File: config.mk
export PLATFORM = sky130hd
export DESIGN_NAME = axil_cmd_master
export DESIGN_NICKNAME = d
export VERILOG_FILES = /design/src/rtl/axil_cmd_master.sv
export SDC_FILE = /design/constraint.sdc
export NUM_CORES = 1
export LEC_CHECK = 0
export ABC_AREA = 0
export CAP_MARGIN = 15
export CELL_PAD_IN_SITES_DETAIL_PLACEMENT = 1
export CELL_PAD_IN_SITES_GLOBAL_PLACEMENT = 1
export CORE_MARGIN = 2
export CORE_UTILIZATION = 31
export DETAILED_ROUTE_END_ITERATION = 8
export GPL_TIMING_DRIVEN = 0
export HOLD_SLACK_MARGIN = 0.03
export PLACE_DENSITY_LB_ADDON = 0.1
export SYNTH_ARGS = -nofsm -noshare
export SYNTH_HDL_FRONTEND = slang
export SYNTH_SLANG_ARGS = --single-unit
export TNS_END_PERCENT = 5
File: constraint.sdc
create_clock -name clk -period 3.9 [get_ports clk]
set_clock_uncertainty 0.05 [all_clocks]
set_input_delay 0.78 -clock clk [delete_from_list [all_inputs] [get_ports clk]]
set_output_delay 0.78 -clock clk [all_outputs]
set_load 0.01 [all_outputs]
File: src/rtl/axil_cmd_master.sv
// Single-outstanding AXI4-Lite master behind a one-beat command/response port,
// with a hung-bus timeout that abandons a stalled transaction and reports SLVERR.
module axil_cmd_master #(
    parameter int AW      = 8,
    parameter int TIMEOUT = 1024
) (
    input  logic          clk,
    input  logic          resetn,
    input  logic          CMD_VALID,
    output logic          CMD_READY,
    input  logic          CMD_WRITE,
    input  logic [AW-1:0] CMD_ADDR,
    input  logic [31:0]   CMD_WDATA,
    output logic          RSP_VALID,
    output logic [31:0]   RSP_RDATA,
    output logic [1:0]    RSP_RESP,
    output logic          RSP_TIMEOUT,
    output logic [AW-1:0] M_AXI_AWADDR,
    output logic          M_AXI_AWVALID,
    input  logic          M_AXI_AWREADY,
    output logic [2:0]    M_AXI_AWPROT,
    output logic [31:0]   M_AXI_WDATA,
    output logic          M_AXI_WVALID,
    output logic [3:0]    M_AXI_WSTRB,
    input  logic          M_AXI_WREADY,
    input  logic [1:0]    M_AXI_BRESP,
    input  logic          M_AXI_BVALID,
    output logic          M_AXI_BREADY,
    output logic [AW-1:0] M_AXI_ARADDR,
    output logic          M_AXI_ARVALID,
    input  logic          M_AXI_ARREADY,
    output logic [2:0]    M_AXI_ARPROT,
    input  logic [31:0]   M_AXI_RDATA,
    input  logic          M_AXI_RVALID,
    input  logic [1:0]    M_AXI_RRESP,
    output logic          M_AXI_RREADY
);

    // Counter only needs to reach TIMEOUT-1; the abort fires on the cycle it sits there.
    localparam int CW = (TIMEOUT > 1) ? $clog2(TIMEOUT) : 1;
    localparam logic [CW-1:0] CNT_LAST = (TIMEOUT > 0) ? CW'(TIMEOUT - 1) : '0;

    typedef enum logic [2:0] {
        IDLE,
        WR_ADDR_DATA,
        WR_RESP,
        RD_ADDR,
        RD_DATA
    } state_t;

    state_t state, state_d;

    logic [AW-1:0] addr_q, addr_d;
    logic [31:0]   wdata_q, wdata_d;
    logic          awvalid_q, awvalid_d;
    logic          wvalid_q, wvalid_d;
    logic          bready_q, bready_d;
    logic          arvalid_q, arvalid_d;
    logic          rready_q, rready_d;
    logic          rsp_valid_q, rsp_valid_d;
    logic [31:0]   rsp_rdata_q, rsp_rdata_d;
    logic [1:0]    rsp_resp_q, rsp_resp_d;
    logic          rsp_timeout_q, rsp_timeout_d;
    logic [CW-1:0] cnt_q, cnt_d;
    logic          done;
    logic          timeout_hit;

    assign timeout_hit = (TIMEOUT > 0) && (state != IDLE) && (cnt_q == CNT_LAST);

    always_ff @(posedge clk) begin
        if (!resetn) begin
            state         <= IDLE;
            addr_q        <= '0;
            wdata_q       <= '0;
            awvalid_q     <= 1'b0;
            wvalid_q      <= 1'b0;
            bready_q      <= 1'b0;
            arvalid_q     <= 1'b0;
            rready_q      <= 1'b0;
            rsp_valid_q   <= 1'b0;
            rsp_rdata_q   <= '0;
            rsp_resp_q    <= '0;
            rsp_timeout_q <= 1'b0;
            cnt_q         <= '0;
        end else begin
            state         <= state_d;
            addr_q        <= addr_d;
            wdata_q       <= wdata_d;
            awvalid_q     <= awvalid_d;
            wvalid_q      <= wvalid_d;
            bready_q      <= bready_d;
            arvalid_q     <= arvalid_d;
            rready_q      <= rready_d;
            rsp_valid_q   <= rsp_valid_d;
            rsp_rdata_q   <= rsp_rdata_d;
            rsp_resp_q    <= rsp_resp_d;
            rsp_timeout_q <= rsp_timeout_d;
            cnt_q         <= cnt_d;
        end
    end

    always_comb begin
        state_d       = state;
        addr_d        = addr_q;
        wdata_d       = wdata_q;
        awvalid_d     = awvalid_q;
        wvalid_d      = wvalid_q;
        bready_d      = bready_q;
        arvalid_d     = arvalid_q;
        rready_d      = rready_q;
        rsp_valid_d   = 1'b0;
        rsp_rdata_d   = rsp_rdata_q;
        rsp_resp_d    = rsp_resp_q;
        rsp_timeout_d = rsp_timeout_q;
        cnt_d         = (state == IDLE) ? '0 : cnt_q + CW'(1);
        done          = 1'b0;

        case (state)
            IDLE: begin
                if (CMD_VALID) begin
                    addr_d  = CMD_ADDR;
                    wdata_d = CMD_WDATA;
                    if (CMD_WRITE) begin
                        awvalid_d = 1'b1;
                        wvalid_d  = 1'b1;
                        state_d   = WR_ADDR_DATA;
                    end else begin
                        arvalid_d = 1'b1;
                        state_d   = RD_ADDR;
                    end
                end
            end
            WR_ADDR_DATA: begin
                // AW and W channels retire independently, in either order.
                if (awvalid_q && M_AXI_AWREADY) awvalid_d = 1'b0;
                if (wvalid_q && M_AXI_WREADY)   wvalid_d  = 1'b0;
                if (!awvalid_d && !wvalid_d) begin
                    bready_d = 1'b1;
                    state_d  = WR_RESP;
                end
            end
            WR_RESP: begin
                if (M_AXI_BVALID && bready_q) begin
                    done          = 1'b1;
                    bready_d      = 1'b0;
                    rsp_valid_d   = 1'b1;
                    rsp_resp_d    = M_AXI_BRESP;
                    rsp_timeout_d = 1'b0;
                    state_d       = IDLE;
                end
            end
            RD_ADDR: begin
                if (arvalid_q && M_AXI_ARREADY) begin
                    arvalid_d = 1'b0;
                    rready_d  = 1'b1;
                    state_d   = RD_DATA;
                end
            end
            RD_DATA: begin
                if (M_AXI_RVALID && rready_q) begin
                    done          = 1'b1;
                    rready_d      = 1'b0;
                    rsp_valid_d   = 1'b1;
                    rsp_rdata_d   = M_AXI_RDATA;
                    rsp_resp_d    = M_AXI_RRESP;
                    rsp_timeout_d = 1'b0;
                    state_d       = IDLE;
                end
            end
            default: state_d = IDLE;
        endcase

        // A completion landing on the final count wins over the abort.
        if (timeout_hit && !done) begin
            awvalid_d     = 1'b0;
            wvalid_d      = 1'b0;
            bready_d      = 1'b0;
            arvalid_d     = 1'b0;
            rready_d      = 1'b0;
            rsp_valid_d   = 1'b1;
            rsp_resp_d    = 2'd2;
            rsp_timeout_d = 1'b1;
            state_d       = IDLE;
        end
    end

    assign CMD_READY     = (state == IDLE);
    assign RSP_VALID     = rsp_valid_q;
    assign RSP_RDATA     = rsp_rdata_q;
    assign RSP_RESP      = rsp_resp_q;
    assign RSP_TIMEOUT   = rsp_timeout_q;
    assign M_AXI_AWADDR  = addr_q;
    assign M_AXI_AWVALID = awvalid_q;
    assign M_AXI_AWPROT  = 3'b000;
    assign M_AXI_WDATA   = wdata_q;
    assign M_AXI_WVALID  = wvalid_q;
    assign M_AXI_WSTRB   = 4'hF;
    assign M_AXI_BREADY  = bready_q;
    assign M_AXI_ARADDR  = addr_q;
    assign M_AXI_ARVALID = arvalid_q;
    assign M_AXI_ARPROT  = 3'b000;
    assign M_AXI_RREADY  = rready_q;

endmodule

-- Word-level counts from Yosys, hierarchy flattened
Index checks and enable logic that the tools add are counted.
Widths: inputs -> output; s select.
- add/subtract/negate cells: 1
- reduce and logical (&&, ||, !) cells: 30
- equality and inequality tests: 14
- bitwise operators: 1
- multiplexer cells: 35
- operators by type and width (operator ; number):
    $mux 1 ; 17
    $mux 3 ; 5
    $pmux 3 s5 ; 1
    $reduce_and 3->1 ; 5
    $pmux 1 s2 ; 7
    $ne 2x2->1 const B ; 6
    $add 10x1->10 const B ; 1
    $eq 10x10->1 const B ; 1
    $reduce_bool 2->1 ; 5
    $logic_and 1x1->1 ; 8
    $mux 2 ; 4
    $eq 3x2->1 const B ; 2
    $ne 3x3->1 const B ; 2
    $reduce_bool 3->1 ; 2
    $reduce_and 5->1 ; 1
    $pmux 2 s2 ; 1
    $reduce_and 2->1 ; 2
    $reduce_and 4->1 ; 1
    $reduce_or 2->1 ; 2
    $eq 3x1->1 const B ; 1
    $eq 3x3->1 const B ; 1
    $logic_not 1->1 ; 3
    $logic_not 3->1 ; 1
    $ne 2x1->1 const B ; 1
    $not 1->1 ; 1
- bits in registers: 94
- output and inout bits: 100
- logic and storage cells: 95

-- Depth between registers and ports, before layout
- depth after elaboration: 7
- gate-level depth with buffers: 8
- gate-level depth less buffers: 6

-- Worst setup path after synthesis
Ideal clock, no wire load.
- kind: in2reg
- from: in M_AXI_AWREADY
- to: reg state[1]
- library setup time: 0.071 ns
- buffers on the path: 0
- cell stages on the path: 5
- required time: 3.779 ns
- arrival: 1.772 ns
- slack: 2.008 ns
- path through: inv_1 -> a22oi_1 -> o221ai_1 -> or4_1 -> a21oi_1
- cells in the longest elaborated chain, start to end: 7
- ends and longest elaborated chain (what ; line ; text):
    from (decl) ; 20 ; input logic M_AXI_AWREADY,
    $logic_and 1x1->1 ; 135 ; if (awvalid_q && M_AXI_AWREADY) awvalid_d = 1'b0;
    $mux 1 ; 135 ;
    $mux 1 ; 118 ; case (state)
    $logic_not 1->1 ; 137 ; if (!awvalid_d && !wvalid_d) begin
    $logic_and 1x1->1 ; 137 ;
    $ne 2x2->1 (no source line) ; - ;
    $reduce_and 5->1 (no source line) ; - ;
    to (signal assigned) ; 86 ; state <= state_d;
    to (decl) ; 51 ; state_t state, state_d;
No other way between the ends. The select of a mux whose other input is x is not followed.
A chain may end at the register's enable or synchronous reset.

-- Final worst setup path
- from: reg state[1]
- to: out CMD_READY
- cells in the longest elaborated chain, start to end: 1
- ends and longest elaborated chain (what ; line ; text):
    $logic_not 3->1 ; 187 ; assign CMD_READY = (state == IDLE);
    to (decl) ; 10 ; output logic CMD_READY,
No other way between the ends.

==> results.cfg <==
[clock_network]
clkTransAtPathRegs_ps = 60
cts_tree = done
cts_hold_buf = 0
clock_latency_ps = 330
clock_sinks = 94
root_buffer = clkbuf_16
postCtsSetupBuffers = 0
cts_resized = 0
cts_buffer_depth = 2
cts_htree_levels = 3
numCtsBuffers = 9

[synthesis]
synth-edff-count = 0
synth.top_cells.by_area = dfxtp_1 (49%), nand2_1 (15%), a21boi_1 (13%)
ys_warn_count = 0
async_flop_share_pct = 0
avgSynthCellArea_um2 = 8.60
synth_cells = 443
synth_flop_cell = dfxtp_1
netlist.area_leader.share_pct = 49.4
ys_ff_latch = 94
synth.distinct_cells = 41
yosys.area.top_type = dfxtp_1
syn_area_um2 = 3810
ys_seq_area_share_pct = 49.4

[layout]
fillers = 1421
nets = 721
area_growth_pct = 59.5
register_area_um2 = 1880
antenna_cells = 0
multi_input_area_um2 = 1630
drive_gt1_share_pct = 8.59
design_area_um2 = 6070

[detailed_routing]
drtIter0Drc = 81
dr.pass1.iters = 4
vias_per_cell = 4.61
ant_nets = 0
vias = 3628
wl_um = 11600
drc = 0
detail_route.wl_per_cell_um = 14.7

[global_route]
first_global_vias = 3761
use_met2_pct = 30.2
overflow = 0
grt_pass1_wl_um = 18300
use_met1_pct = 20.1
track_usage_pct = 17.5
antenna_found_initial = 0
met3_usage_pct = 5.96
busiest_layer = met2
grt_max_degree = 15

[placement]
placed_area_um2 = 5750
post-place-ws_ps = 1340
dp_hpwl_um = 8930
port-buffer-count = 173
place.gp.congestion = 0.749

[floorplanning]
die_h_um = 115
dieWidth_um = 115
placementRows = 40
core_um2 = 12000
pin_count = 185
dieArea_um2 = 13200
start_util_pct = 31.7

[worst_setup_path]
cp-start-kind = register
r2r_cells = 6
path_class = register to output pin
critPathCaptureType = output pin
cp.arrival_ps = 1850
crit_fanout = 9
required_ps = 3070

[sta]
finalHoldViolCount = 0
final-setup-viol-count = 0
setup_tns_ps = 0
tightest_slew_ps = 503
finalCritPeriodShare_pct = 68.8
min_period_ps = 2680
rsz0062_at_grt = no
worst_slack_ps = 1220
timing.fmax_mhz = 373
hold_slack_ps = 403
relSlewSlack_pct = 66.5
drv_slew = 0

[min_path]
hold_path_depth = 2
hp-class = register to register

[power_and_ir_drop]
peakVddDrop_mv = 0.158
p_per_area_nw_per_um2 = 390
total_leakage_power_nw = 2.25
power_w = 0.00237

[job]
maxCapViolations = 0

[status]
status = finished clean
## power breakdown
| group | switching (W) | total, W | internal (W) | leakage (nW) |
|---|---|---|---|---|
| clock network | 0.000360 | 0.000925 | 0.000565 | 0.162 |
| registers | 0.0000252 | 0.00103 | 0.00100 | 0.764 |
| logic | 0.000177 | 0.000414 | 0.000237 | 1.32 |
## flip-flops by register name, indices dropped and copies added, names as in the netlist
register       count
M_AXI_ARADDR       8
M_AXI_ARVALID      1
M_AXI_AWVALID      1
M_AXI_BREADY       1
M_AXI_RREADY       1
M_AXI_WDATA       32
M_AXI_WVALID       1
RSP_RDATA         32
RSP_RESP           2
RSP_TIMEOUT        1
RSP_VALID          1
cnt_q             10
state              3
## layout by cell type, fill, tap and decap left out, types with 2 or more instances in the layout
cell | Yosys | routed
dfxtp_1 | 94 | 94
nand3_1 | 5 | 5
nand4_1 | 3 | 3
xnor2_1 | 2 | 2
a21oi_2 | 2 | 2
clkbuf_8 | 0 | 4
clkdlybuf4s50_1 | 0 | 173
and3_1 | 2 | 2
nand2_1 | 154 | 154
inv_1 | 7 | 7
nor2_1 | 11 | 11
buf_4 | 21 | 21
clkbuf_1 | 15 | 15
nor3b_1 | 4 | 4
xor2_1 | 4 | 4
conb_1 | 2 | 10
o21ai_0 | 5 | 5
clkinv_2 | 0 | 2
a31oi_1 | 2 | 2
clkbuf_16 | 0 | 9
mux2i_1 | 2 | 2
nand2_2 | 2 | 2
a21oi_1 | 6 | 6
a21boi_1 | 67 | 67
a21boi_0 | 6 | 6
buf_6 | 7 | 7
or3_1 | 2 | 2
## path summary, 6_finish.rpt
kind,start,to,slack (ps)
max,state[1],CMD_READY,1220
min,RSP_RDATA[25],RSP_RDATA[25],400
max reg2reg,cnt_q[0],M_AXI_BREADY,2020
min reg2reg,RSP_RDATA[25],RSP_RDATA[25],400
## logic make-up after synthesis
| logic type | Yosys count | share of synthesized area (%) |
|---|---|---|
| AO/OA/AOI/OAI | 95 | 18.3 |
| XOR/XNOR | 6 | 1.38 |
| adder cells (fa/ha/maj) | 1 | 0.328 |
| buffers and inverters | 52 | 8.61 |
| flip-flops | 94 | 49.4 |
| multiplexers | 2 | 0.526 |
| other | 2 | 0.197 |
| AND/OR/NAND/NOR | 191 | 21.2 |
## cells in the mapped netlist, drive strengths merged, types with 3 or more instances
cell / number
nand4: 3
nor2: 11
a21oi: 8
o21ai: 5
nor3b: 5
buf: 29
a21boi: 73
or3: 3
nand3: 6
dfxtp: 94
inv: 8
nand2: 156
clkbuf: 15
xor2: 4
## final cells by class
class                      instances  area share (%)
clock inverter                     3           0.659
timing repair buffer             173            28.5
clock buffer                      13            4.61
inverter                           8           0.494
tap                              147            3.03
multi-input combinational        305            26.8
buffer                            44            4.90
sequential                        94            31.0
## through the flow
step           utilization (%)  cells
3_3_place_gp              47.9    771
2_1_floorplan                -    451
4_1_cts                   50.6    787
6_report                  50.6    787
3_5_place_dp              47.9    771
5_1_grt                   50.6    787
## critical path, stage by stage, from the launching register on
cell and delay, ps:
dfxtp_1 310, buf_6 130, or3_4 370, inv_2 120
clkdlybuf4s50_1 590
## layer usage
| metal | part of all wire, % | wire, µm | vias up |
|---|---|---|---|
| met3 | 7.8 | 901 | 15 |
| li1 | - | - | 1799 |
| met1 | 42 | 4900 | 1699 |
| met5 | 0 | 0 | - |
| met2 | 48 | 5560 | 115 |
| met4 | 1.7 | 197 | 0 |
Note: power is estimated with default switching activity, not from simulation.
